<file path="src/rtl/byte_dma_pkg.sv">
// Shared types and constants for the byte-stream DMA writer.
package byte_dma_pkg;

  localparam int BYTES_PER_WORD = 4;
  localparam int ADDR_STRIDE    = 4;

  typedef enum logic [2:0] {
    ST_IDLE,
    ST_LOAD,
    ST_COLLECT,
    ST_WRITE,
    ST_DONE
  } dma_wr_state_t;

endpackage

</file>
<file path="src/rtl/byte_packer.sv">
// Lane counter and 4x8 assembly register; packing order set by BYTE_DMA_WR_BIG_ENDIAN_EN.
module byte_packer
  import byte_dma_pkg::*;
(
  input  logic        HCLK,
  input  logic        HRESETn,
  input  logic [7:0]  data,
  input  logic        accept,
  input  logic        clear,
  output logic [1:0]  lane,
  output logic [31:0] word,
  output logic        word_full
);

  logic [BYTES_PER_WORD-1:0][7:0] lanes_q;
  logic [1:0]                     slot;

`ifdef BYTE_DMA_WR_BIG_ENDIAN_EN
  assign slot = 2'(BYTES_PER_WORD - 1) - lane;
`else
  assign slot = lane;
`endif

  always_ff @(posedge HCLK) begin
    if (!HRESETn || clear) begin
      lane    <= '0;
      lanes_q <= '0;
    end else if (accept) begin
      lanes_q[slot] <= data;
      lane          <= lane + 2'd1;
    end
  end

  assign word      = lanes_q;
  assign word_full = accept && (lane == 2'(BYTES_PER_WORD - 1));

endmodule

</file>
<file path="src/rtl/byte_stream_dma_writer.sv">
// Packs an 8-bit stream into 32-bit words and writes them to memory from the RCC DMA base.
// Optional BYTE_DMA_WR_BIG_ENDIAN_EN selects big-endian packing (see byte_packer).
module byte_stream_dma_writer
  import byte_dma_pkg::*;
#(
  parameter int LEN_W  = 6,
  parameter int BCNT_W = 16
) (
  input  logic              HCLK,
  input  logic              HRESETn,
  input  logic              i_start,
  input  logic [15:0]       i_RCC_DMA_ADDR_HIGH,
  input  logic [15:0]       i_RCC_DMA_ADDR_LOW,
  input  logic [LEN_W-1:0]  i_RCC_BUFFER_LENGTH,
  input  logic [7:0]        i_serialized_input,
  input  logic              i_serialized_input_valid,
  output logic              o_ready,
  output logic [31:0]       mem_WR_addr,
  output logic              mem_write_flag,
  output logic [31:0]       HWDATA_toMem,
  output logic [1:0]        o_Serialize_Counter,
  output logic [BCNT_W-1:0] o_Bytes_Counter,
  output logic              o_busy,
  output logic              o_Done
);

  dma_wr_state_t    state;
  logic [31:0]      base_q;
  logic [LEN_W-1:0] len_q;
  logic [LEN_W-1:0] wordcnt;
  logic [LEN_W-1:0] wordcnt_nxt;
  logic [31:0]      packed_word;
  logic             accept;
  logic             word_full;

  assign accept      = i_serialized_input_valid && o_ready;
  assign wordcnt_nxt = wordcnt + LEN_W'(1);

  byte_packer u_packer (
    .HCLK      (HCLK),
    .HRESETn   (HRESETn),
    .data      (i_serialized_input),
    .accept    (accept),
    .clear     (state == ST_IDLE),
    .lane      (o_Serialize_Counter),
    .word      (packed_word),
    .word_full (word_full)
  );

  always_ff @(posedge HCLK) begin
    if (!HRESETn) begin
      state           <= ST_IDLE;
      base_q          <= '0;
      len_q           <= '0;
      wordcnt         <= '0;
      o_Bytes_Counter <= '0;
    end else begin
      case (state)
        ST_IDLE: begin
          o_Bytes_Counter <= '0;
          wordcnt         <= '0;
          if (i_start) state <= ST_LOAD;
        end
        ST_LOAD: begin
          base_q <= {i_RCC_DMA_ADDR_HIGH, i_RCC_DMA_ADDR_LOW[15:2], 2'b00};
          len_q  <= i_RCC_BUFFER_LENGTH;
          state  <= (i_RCC_BUFFER_LENGTH == '0) ? ST_DONE : ST_COLLECT;
        end
        ST_COLLECT: begin
          if (accept) begin
            o_Bytes_Counter <= o_Bytes_Counter + BCNT_W'(1);
            if (word_full) state <= ST_WRITE;
          end
        end
        ST_WRITE: begin
          wordcnt <= wordcnt_nxt;
          state   <= (wordcnt_nxt == len_q) ? ST_DONE : ST_COLLECT;
        end
        ST_DONE:  state <= ST_IDLE;
        default:  state <= ST_IDLE;
      endcase
    end
  end

  // Memory-port drive is decoded from state so address/data read zero outside the strobe.
  assign o_ready        = (state == ST_COLLECT);
  assign mem_write_flag = (state == ST_WRITE);
  assign mem_WR_addr    = mem_write_flag ? base_q + 32'(wordcnt) * 32'(ADDR_STRIDE) : 32'h0;
  assign HWDATA_toMem   = mem_write_flag ? packed_word : 32'h0;
  assign o_busy         = (state != ST_IDLE);
  assign o_Done         = (state == ST_DONE);

endmodule

</file>
<file path="config.mk">
export PLATFORM = sky130hd
export DESIGN_NAME = byte_stream_dma_writer
export DESIGN_NICKNAME = d
export VERILOG_FILES = /design/src/rtl/byte_dma_pkg.sv /design/src/rtl/byte_packer.sv /design/src/rtl/byte_stream_dma_writer.sv
export SDC_FILE = /design/constraint.sdc
export NUM_CORES = 1
export LEC_CHECK = 0
export BUFFER_PORTS_ARGS = -buffer_cell sky130_fd_sc_hd__buf_4
export CORE_UTILIZATION = 47
export CTS_CLUSTER_DIAMETER = 60
export CTS_CLUSTER_SIZE = 8
export DETAILED_ROUTE_END_ITERATION = 7
export GPL_TIMING_DRIVEN = 0
export HOLD_SLACK_MARGIN = 0.08
export PLACE_DENSITY = 0.85
export SLEW_MARGIN = 40
export SYNTH_ARGS = -nofsm -noshare
export SYNTH_HDL_FRONTEND = slang
export SYNTH_SLANG_ARGS = --single-unit
</file>
<file path="constraint.sdc">
create_clock -name HCLK -period 3.4 [get_ports HCLK]
set_input_delay 0.34 -clock HCLK [delete_from_list [all_inputs] [get_ports HCLK]]
set_output_delay 0.34 -clock HCLK [all_outputs]
set_load 0.005 [all_outputs]
</file>
==> impl_metrics.py, run 1 <==
metrics = {
    "outcome": {
        "outcome": "completed",
    },
    "yosys": {
        "asyncSetResetFlopFracSynth_pct": 0,
        "fraction_of_the_yosys_area_taken_by_sequential_cells_pct": 37.28,
        "synth_seq_cells": 95,
        "syn-cell-area_sq_um": 5101,
        "netlist-cell-type-count": 50,
        "synth.avg_cell_area_sq_um": 7.659,
        "synth_top_flop_cell": "dfxtp_1",
        "synth_enable_flop_cells": 0,
        "warning_count_from_the_yosys_run": 0,
        "syn-instance-count": 666,
    },
    "pwr": {
        "total_leakage_power_nw": 2.592,
        "worst_ir_drop_vdd_mv": 0.2410,
        "power-per-cell-area_nw_per_um2": 328.6,
    },
    "grt": {
        "global_route.usage.total_pct": 24.36,
        "number_of_antenna_violations_at_the_first_check_in_global_routing": 0,
        "number_of_global_route_vias_before_repair": 4779,
        "wire_length_of_the_first_global_routing_pass_mm": 22.36,
        "global_route.overflow_total": 0,
        "grt_max_degree": 16,
    },
    "timing": {
        "finalCriticalPeriod_ps": 3208,
        "worst_pin_slew_ps": 695.6,
        "rsz_0062_raised_after_global_routing": "false",
        "clock-skew-final_ps": 11.24,
        "timing.slew.headroom_pct": 53.54,
        "finalHoldWorstSlack_ps": 231.7,
        "layout_setup_ws_ps": 192.1,
        "min_period_over_period_pct": 94.35,
        "hold_viol": 0,
        "setup-tns-final_ps": 0,
        "fmax_mhz": 311.7,
        "setup_violations": 0,
        "count_of_pins_over_their_slew_limit": 0,
    },
    "detailed_routing": {
        "average_detailed_routed_wire_length_per_instance_um": 14.62,
        "vias": 5224,
        "route.detailed.vias_per_inst": 5.499,
        "finalWirelength_mm": 13.89,
        "drt-pass1-iter-count": 5,
        "route.detailed.drc": 0,
        "route.antenna.remaining_nets": 0,
        "drt_iter0_markers": 224,
    },
    "cells_and_area": {
        "nets": 872,
        "layout_commonest_cell": "nand2_1",
        "drive_gt1_share_pct": 20.02,
        "fin_cells": 950,
        "layout_common_cells": "nand2_1 (139), buf_4 (133), dfxtp_1 (94)",
        "syn2layout_area_growth_pct": 26.76,
        "insertedDiodeCount": 0,
    },
    "floorplan": {
        "fp.dieW_um": 106.2,
        "num_rows": 37,
        "num_io_pins": 136,
        "dieHeight_um": 106.2,
        "core_area_sq_um": 10420,
        "start_util_pct": 48.97,
        "die_area_sq_um": 11270,
    },
    "clocking": {
        "cts-root-buf": "clkbuf_8",
        "tritoncts_num_sinks": 95,
        "cts_max_level": 3,
        "clkLatencyLatePin_ps": 350,
        "cts_tree": "done",
        "cts-root-to-sink-buffers": 2,
        "cts_made_buffers": 9,
        "cts.reportedPaths.clkPinSlew_ps": 100,
        "postCtsSetupBuffers": 0,
    },
    "placement": {
        "buffer_ports.inserted": 131,
        "gp_congestion": 0.8554,
        "dpl.hpwl_mm": 10.14,
        "place_ws_ps": 339.8,
        "placed_cells_incl_taps": 934,
    },
    "worst_setup_path": {
        "rr_startpoint": "state[2]$_SDFFE_PN0P_",
        "crit_fanout": 7,
        "timing.setup.critical_path_class": "reg2out",
        "critical_path_required_ps": 3060,
        "critPathArrivalTime_ps": 2870,
        "critPathLaunch": "wordcnt[0]$_SDFFE_PN0P_",
        "worstReg2RegEnd": "base_q[21]$_SDFFE_PN0P_",
        "worst_setup_path_start_kind": "flip-flop",
        "endpoint": "mem_WR_addr[26]",
        "r2r_cell_count": 7,
        "setup.worst_path.end_class": "primary output",
        "worst-r2r-setup-slack_ps": 1100,
    },
    "hold_path": {
        "hold_class": "in2reg",
        "min_from": "i_RCC_DMA_ADDR_LOW[8]",
    },
    "job": {
        "max_cap_violations": 0,
    },
}
cells in the mapped netlist (6+ instances only):
cell      number  share of area, %
a21boi_0      42               6.2
a21oi_1       43               4.2
a31oi_1        7              0.86
and2_1         7              0.86
and3_1        40               4.9
and4_1         8               1.4
clkbuf_1      42               3.1
dfxtp_1       95                37
ha_1          12               2.9
inv_1         12              0.88
nand2_1      139                10
nand3_1       45               4.4
nand4_1        7              0.86
nor2_1        42               3.1
nor2b_1        6              0.74
o21ai_0       14               1.4
or3_1          6              0.74
xnor2_1       20               3.4
xor2_1        15               2.6
worst max-delay path, cell delays in order (launching register included):
cell,delay (ps)
dfxtp_2,410
ha_1,200
inv_1,60
fa_1,390
nor2b_2,190
o21bai_2,150
a311o_1,380
or4_1,480
o21ai_0,110
buf_4,150
sequential cells by signal, indices dropped and copies added, names as in the netlist:
register,flops
u_packer.word,32
base_q,30
o_Bytes_Counter,16
len_q,6
wordcnt,6
state,3
u_packer.lane,2
routing by layer:
layer	track usage [%]	part of all wire (%)	vias up
met5	0	0	-
met4	7.044	1.4	0
met3	5.273	8.9	18
met2	41.19	47	237
met1	31.02	43	2390
li1	-	-	2579
timing repair:
item,in CTS,in global routing
setup endpoints to repair,2,5
pin swaps,0,1
hold buffers,0,0
endpoints found under the hold margin,0,0
resized for setup,1,3
cloned,0,0
kinds of logic after synthesis:
group / after synthesis / share of synthesized area, %
mux: 3 / 0.5887
other cells: 1 / 0.07351
compound gates: 140 / 18.25
fa+ha+maj: 13 / 3.336
xor+xnor: 35 / 6.009
flops: 95 / 37.28
buf+inv: 61 / 4.685
simple gates: 318 / 29.78
how the worst min path moves through the flow:
| stage | slack, ps | to | cells after the start |
|---|---|---|---|
| 3_5_place_dp | 440 | u_packer.word[24]$_SDFFE_PP0P_ | 2 |
| 5_1_grt | 230 | base_q[15]$_SDFFE_PN0P_ | 3 |
| 6_report | 230 | base_q[8]$_SDFFE_PN0P_ | 3 |
| 3_3_place_gp | 440 | u_packer.word[15]$_SDFFE_PP0P_ | 2 |
| 2_1_floorplan | 430 | u_packer.word[0]$_SDFFE_PP0P_ | 2 |
| 4_1_cts | 230 | base_q[15]$_SDFFE_PN0P_ | 3 |
layout make-up:
class	instances	area [sq um]
plain buffers	49	193.9
clock buffers	11	131.4
clock inverters	5	57.56
fillers	945	3950
inverters	12	45.04
multi-input cells	511	2982
flip-flops and latches	95	1903
well taps	136	170.2
repair buffers	131	983.4
where the power goes:
part,switching (mW),total [mW],internal (mW)
Clock,0.395,0.738,0.343
Sequential,0.0239,1.16,1.14
Combinational,0.132,0.228,0.0954
metrics by stage:
| step | total power, mW | cell area [sq um] | util, % |
|---|---|---|---|
| after detailed placement | 1.409 | 6264 | 60.13 |
| final | 2.125 | 6466 | 62.08 |
| after floorplan | 1.306 | 5105 | - |
| after CTS | 2.130 | 6454 | 61.96 |
| after global placement | 1.405 | 6259 | 60.08 |
| after global routing | 2.212 | 6466 | 62.08 |
Note: power is estimated with default switching activity, not from simulation.
==> inputs of run 2 (changes only) <==
RECOVER_POWER = 25   (was unset)
==> run 2 against run 1 <==
Against the previous run: utilization shrank 0.18 points; combinational power is essentially flat; via count shrank 0.13%; sequential share of layout area grew 0.086 points; global-route usage is the same; maximum frequency shrank 0.19%; hold slack lost 2.6 ps; cell area shrank 0.29%; sequential power is essentially flat; routed wire length shrank 0.14%; largest power group unchanged; highest routed layer unchanged; critical path depth is the same; clock power is essentially flat.
==> impl_metrics.py, run 2 (synthesis results as in run 1) <==
metrics = {
    "detailed_routing": {
        "m1WireLength_mm": 6.003,
        "route.antenna.remaining_nets": 0,
        "route.detailed.drc": 0,
        "drt-pass1-iter-count": 6,
        "finalWirelength_mm": 13.87,
        "maxUsedRoutingLayer": "met4",
        "average_detailed_routed_wire_length_per_instance_um": 14.60,
        "met3_length_mm": 1.218,
        "met2RoutedLength_mm": 6.431,
        "drt_iter0_markers": 253,
        "route.detailed.vias_per_inst": 5.492,
        "vias": 5217,
    },
    "floorplan": {
        "num_rows": 37,
        "dieHeight_um": 106.2,
        "die_area_sq_um": 11270,
        "start_util_pct": 48.97,
        "fp.dieW_um": 106.2,
        "core_area_sq_um": 10420,
        "num_io_pins": 136,
    },
    "cells_and_area": {
        "layout_commonest_cell": "nand2_1",
        "layout_common_cells": "nand2_1 (139), buf_4 (112), dfxtp_1 (94)",
        "insertedDiodeCount": 0,
        "drive_gt1_share_pct": 19.29,
        "syn2layout_area_growth_pct": 26.39,
        "nets": 872,
        "post-route-util_pct": 61.90,
        "fin_cells": 950,
        "largest_register_ff_count": 32,
    },
    "timing": {
        "rsz_0062_raised_after_global_routing": "false",
        "layout_setup_ws_ps": 186.0,
        "setup_violations": 0,
        "worst_pin_slew_ps": 696.4,
        "count_of_pins_over_their_slew_limit": 0,
        "hold_viol": 0,
        "min_period_over_period_pct": 94.53,
        "timing.slew.headroom_pct": 53.49,
        "fmax_mhz": 311.1,
        "finalCriticalPeriod_ps": 3214,
        "clock-skew-final_ps": 10.60,
        "setup-tns-final_ps": 0,
    },
    "worst_setup_path": {
        "path_cells": "ha_1 > inv_1 > fa_1 > nor2b_2 > o21bai_2 > a311o_1 > or4_1 > o21ai_0 > buf_4",
        "critical_path_required_ps": 3060,
        "critPathArrivalTime_ps": 2870,
        "critical_path.n_buffers_inverters": 2,
        "setup.worst_path.end_class": "primary output",
        "critical_path.slowest_cell": "or4_1",
        "critPathMaxStageDelay_ps": 480,
        "top_delay_family_on_crit_path": "simple AND/OR/NAND/NOR gates",
        "timing.setup.critical_path_class": "reg2out",
        "crit_fanout": 7,
        "worst_setup_path_start_kind": "flip-flop",
    },
    "pwr": {
        "power-per-cell-area_nw_per_um2": 329.8,
        "total_leakage_power_nw": 2.558,
        "worst_ir_drop_vdd_mv": 0.2429,
    },
    "placement": {
        "buffer_ports.inserted": 131,
        "dpl.hpwl_mm": 10.14,
        "place_ws_ps": 339.8,
        "gp_congestion": 0.8554,
        "placed_cells_incl_taps": 934,
    },
    "clocking": {
        "cts.reportedPaths.clkPinSlew_ps": 100,
        "ctsHoldBuffers": 0,
        "cts_tree": "done",
        "cts_max_level": 3,
        "cts_made_buffers": 9,
        "cts-root-to-sink-buffers": 2,
        "clkLatencyLatePin_ps": 350,
        "tritoncts_num_sinks": 95,
        "cts-root-buf": "clkbuf_8",
    },
    "job": {
        "max_cap_violations": 0,
    },
    "outcome": {
        "outcome": "completed",
    },
    "grt": {
        "grt_max_degree": 16,
        "wire_length_of_the_first_global_routing_pass_mm": 22.36,
        "number_of_antenna_violations_at_the_first_check_in_global_routing": 0,
        "global_route.usage.total_pct": 24.36,
        "global_route.overflow_total": 0,
        "number_of_global_route_vias_before_repair": 4779,
    },
    "hold_path": {
        "hold_class": "in2reg",
    },
}
==> run 2: final timing paths <==
kind | start | end | slack [ps] | depth (start not counted)
max reg2reg | state[0]$_SDFFE_PN0P_ | u_packer.word[29]$_SDFFE_PP0P_ | 1020 | 8
max | wordcnt[0]$_SDFFE_PN0P_ | mem_WR_addr[26] | 190 | 9
min reg2reg | u_packer.word[24]$_SDFFE_PP0P_ | u_packer.word[24]$_SDFFE_PP0P_ | 450 | 2
min | i_RCC_DMA_ADDR_LOW[8] | base_q[8]$_SDFFE_PN0P_ | 230 | 3
==> run 2: power by group <==
part	internal, mW	switching, mW
Sequential	1.14	0.0237
Clock	0.343	0.398
Combinational	0.0947	0.132
Total	1.57	0.553
==> run 2: routing by layer <==
metal  vias to the layer above  track usage, %
li1                       2574               -
met1                      2384           31.02
met2                       236           41.19
met3                        23           5.273
met4                         0           7.044
met5                         -               0
==> run 2: area by class of cell <==
type                    count  area, sq um
multi-input cells         511         2979
repair buffers            131        968.4
flip-flops and latches     95         1903
inverters                  12        45.04
clock buffers              11        131.4
plain buffers              49        192.7
fillers                   947         3969
clock inverters             5        57.56
well taps                 136        170.2
==> run 2: through the flow <==
step	total power, mW	instance area [sq um]	hold WS, ps
6_report	2.127	6447	229.2
4_1_cts	2.130	6454	227.3
3_5_place_dp	1.409	6264	442.0
5_1_grt	2.211	6447	229.4
2_1_floorplan	1.306	5105	431.9
3_3_place_gp	1.405	6259	437.9
==> run 2: timing repair <==
action / CTS / global route
pin swaps: 0 / 1
gates resized for setup: 1 / 3
endpoints found under the setup margin: 2 / 5
setup buffers: 0 / 0
==> run 2: tightest hold or removal path, delay by kind of cell <==
kind	cells	cell delay, ps
compound gates	1	60
buf+inv	1	110
simple gates	1	40
==> inputs of run 3 (changes only) <==
RECOVER_POWER = 100   (was 25)
==> run 3 against run 2 <==
Against the previous run: global-route usage stayed put; sequential cell count stayed put; die area stayed put; critical path depth stayed put; clock power is 0.5% lower; routed wire length is 0.26% lower; maximum frequency is 0.62% higher; first-iteration DRC count is 0.79% higher; sequential power hardly changed; register-to-register slack better by 20 ps; utilization is 0.23 points lower; hold slack hardly changed; largest power group unchanged.
==> impl_metrics.py, run 3 (synthesis results as in run 1) <==
metrics = {
    "clocking": {
        "ctsHoldBuffers": 0,
        "cts_tree": "done",
        "clkLatencyLatePin_ps": 350,
        "cts.reportedPaths.clkPinSlew_ps": 100,
        "tritoncts_num_sinks": 95,
        "postCtsSetupBuffers": 0,
        "cts_made_buffers": 9,
        "cts_max_level": 3,
        "cts-root-to-sink-buffers": 2,
        "cts-root-buf": "clkbuf_8",
    },
    "placement": {
        "post_dp_cell_area_sq_um": 6264,
        "place_ws_ps": 339.8,
        "placed_cells_incl_taps": 934,
        "gp_congestion": 0.8554,
        "buffer_ports.inserted": 131,
        "dpl.hpwl_mm": 10.14,
    },
    "cells_and_area": {
        "fin_cells": 950,
        "insertedDiodeCount": 0,
        "layout_commonest_cell": "nand2_1",
        "largest_register_ff_count": 32,
        "nets": 872,
        "post-route-util_pct": 61.67,
        "final_design_area_no_fill_sq_um": 6424,
        "layout_common_cells": "nand2_1 (139), dfxtp_1 (94), clkbuf_4 (65)",
        "syn2layout_area_growth_pct": 25.93,
        "drive_gt1_share_pct": 18.55,
    },
    "timing": {
        "setup_violations": 0,
        "fmax_mhz": 313.1,
        "rsz_0062_raised_after_global_routing": "false",
        "worst_pin_slew_ps": 689.9,
        "count_of_pins_over_their_slew_limit": 0,
        "setup-tns-final_ps": 0,
        "timing.slew.headroom_pct": 53.92,
        "finalCriticalPeriod_ps": 3194,
        "min_period_over_period_pct": 93.95,
        "finalHoldWorstSlack_ps": 229.2,
        "hold_viol": 0,
        "clock-skew-final_ps": 10.72,
        "layout_setup_ws_ps": 205.8,
    },
    "floorplan": {
        "dieHeight_um": 106.2,
        "fp.dieW_um": 106.2,
        "num_io_pins": 136,
        "num_rows": 37,
        "die_area_sq_um": 11270,
        "start_util_pct": 48.97,
        "core_area_sq_um": 10420,
    },
    "detailed_routing": {
        "route.detailed.drc": 0,
        "route.detailed.vias_per_inst": 5.475,
        "average_detailed_routed_wire_length_per_instance_um": 14.56,
        "drt-pass1-iter-count": 5,
        "met3_length_mm": 1.122,
        "route.antenna.remaining_nets": 0,
        "drt_iter0_markers": 255,
        "finalWirelength_mm": 13.83,
        "m1WireLength_mm": 6.053,
        "vias": 5201,
        "met2RoutedLength_mm": 6.459,
        "maxUsedRoutingLayer": "met4",
    },
    "worst_setup_path": {
        "path_cells": "ha_1 > inv_1 > fa_1 > nor2b_2 > o21bai_2 > a311o_1 > or4_1 > o21ai_0 > buf_4",
        "critical_path.slowest_cell": "or4_1",
        "critPathArrivalTime_ps": 2850,
        "setup.worst_path.end_class": "primary output",
        "critPathMaxStageDelay_ps": 480,
        "worst_setup_path_start_kind": "flip-flop",
        "crit_fanout": 7,
        "critical_path_required_ps": 3060,
        "timing.setup.critical_path_class": "reg2out",
    },
    "outcome": {
        "outcome": "completed",
    },
    "grt": {
        "number_of_antenna_violations_at_the_first_check_in_global_routing": 0,
        "wire_length_of_the_first_global_routing_pass_mm": 22.36,
        "number_of_global_route_vias_before_repair": 4779,
        "grt_max_degree": 16,
        "global_route.usage.total_pct": 24.36,
        "global_route.overflow_total": 0,
    },
    "pwr": {
        "pwr-share-clk_pct": 34.7,
        "combPwrFrac_pct": 10.7,
        "share_seq_of_total_power_pct": 54.6,
        "swShare_pct": 25.87,
        "worst_ir_drop_vdd_mv": 0.2415,
        "power-per-cell-area_nw_per_um2": 330.3,
        "total_switching_power_mw": 0.5490,
        "internal-power_mw": 1.573,
        "design_power_total_mw": 2.122,
        "total_leakage_power_nw": 2.505,
    },
    "hold_path": {
        "hold_class": "in2reg",
    },
    "job": {
        "max_cap_violations": 0,
    },
}
[run 3: layout make-up]
type | instances | area (sq um)
Timing Repair Buffer | 131 | 949.7
Multi-Input combinational cell | 511 | 2974
Fill cell | 951 | 3993
Inverter | 12 | 45.04
Clock inverter | 5 | 57.56
Sequential cell | 95 | 1903
Buffer | 49 | 192.7
Clock buffer | 11 | 131.4
Tap cell | 136 | 170.2
[run 3: path summary, 6_finish.rpt]
| kind | to | slack (ps) | startpoint | cells past startpoint |
|---|---|---|---|---|
| max | mem_WR_addr[26] | 210 | wordcnt[0]$_SDFFE_PN0P_ | 9 |
| min | base_q[15]$_SDFFE_PN0P_ | 230 | i_RCC_DMA_ADDR_LOW[15] | 3 |
| min reg2reg | u_packer.word[24]$_SDFFE_PP0P_ | 450 | u_packer.word[24]$_SDFFE_PP0P_ | 2 |
| max reg2reg | u_packer.word[29]$_SDFFE_PP0P_ | 1040 | state[0]$_SDFFE_PN0P_ | 8 |
[run 3: layer usage]
layer	up-vias	global-route usage [%]
li1	2575	-
met2	226	41.19
met5	-	0
met4	0	7.044
met3	20	5.273
met1	2380	31.02
[run 3: worst max-delay path, delay by kind of cell, from the launching register on]
kind                     cells  cell delay [ps]
AND/OR/NAND/NOR              2              670
AO/OA/AOI/OAI                3              640
adder cells (fa/ha/maj)      2              580
flip-flops                   1              410
buffers and inverters        2              210
[run 3: timing repair]
item	CTS	global route
cloned	0	0
endpoints found under the setup margin	2	5
resized for setup	1	3
pin swaps	0	1
[run 3: power groups by stage]
stage | Sequential (mW) | Clock, mW | Combinational [mW]
after global placement | 1.18 | 0 | 0.221
final | 1.16 | 0.736 | 0.226
after detailed placement | 1.18 | 0 | 0.224
after CTS | 1.16 | 0.745 | 0.226
after floorplan | 1.18 | 0 | 0.127
after global routing | 1.16 | 0.796 | 0.252
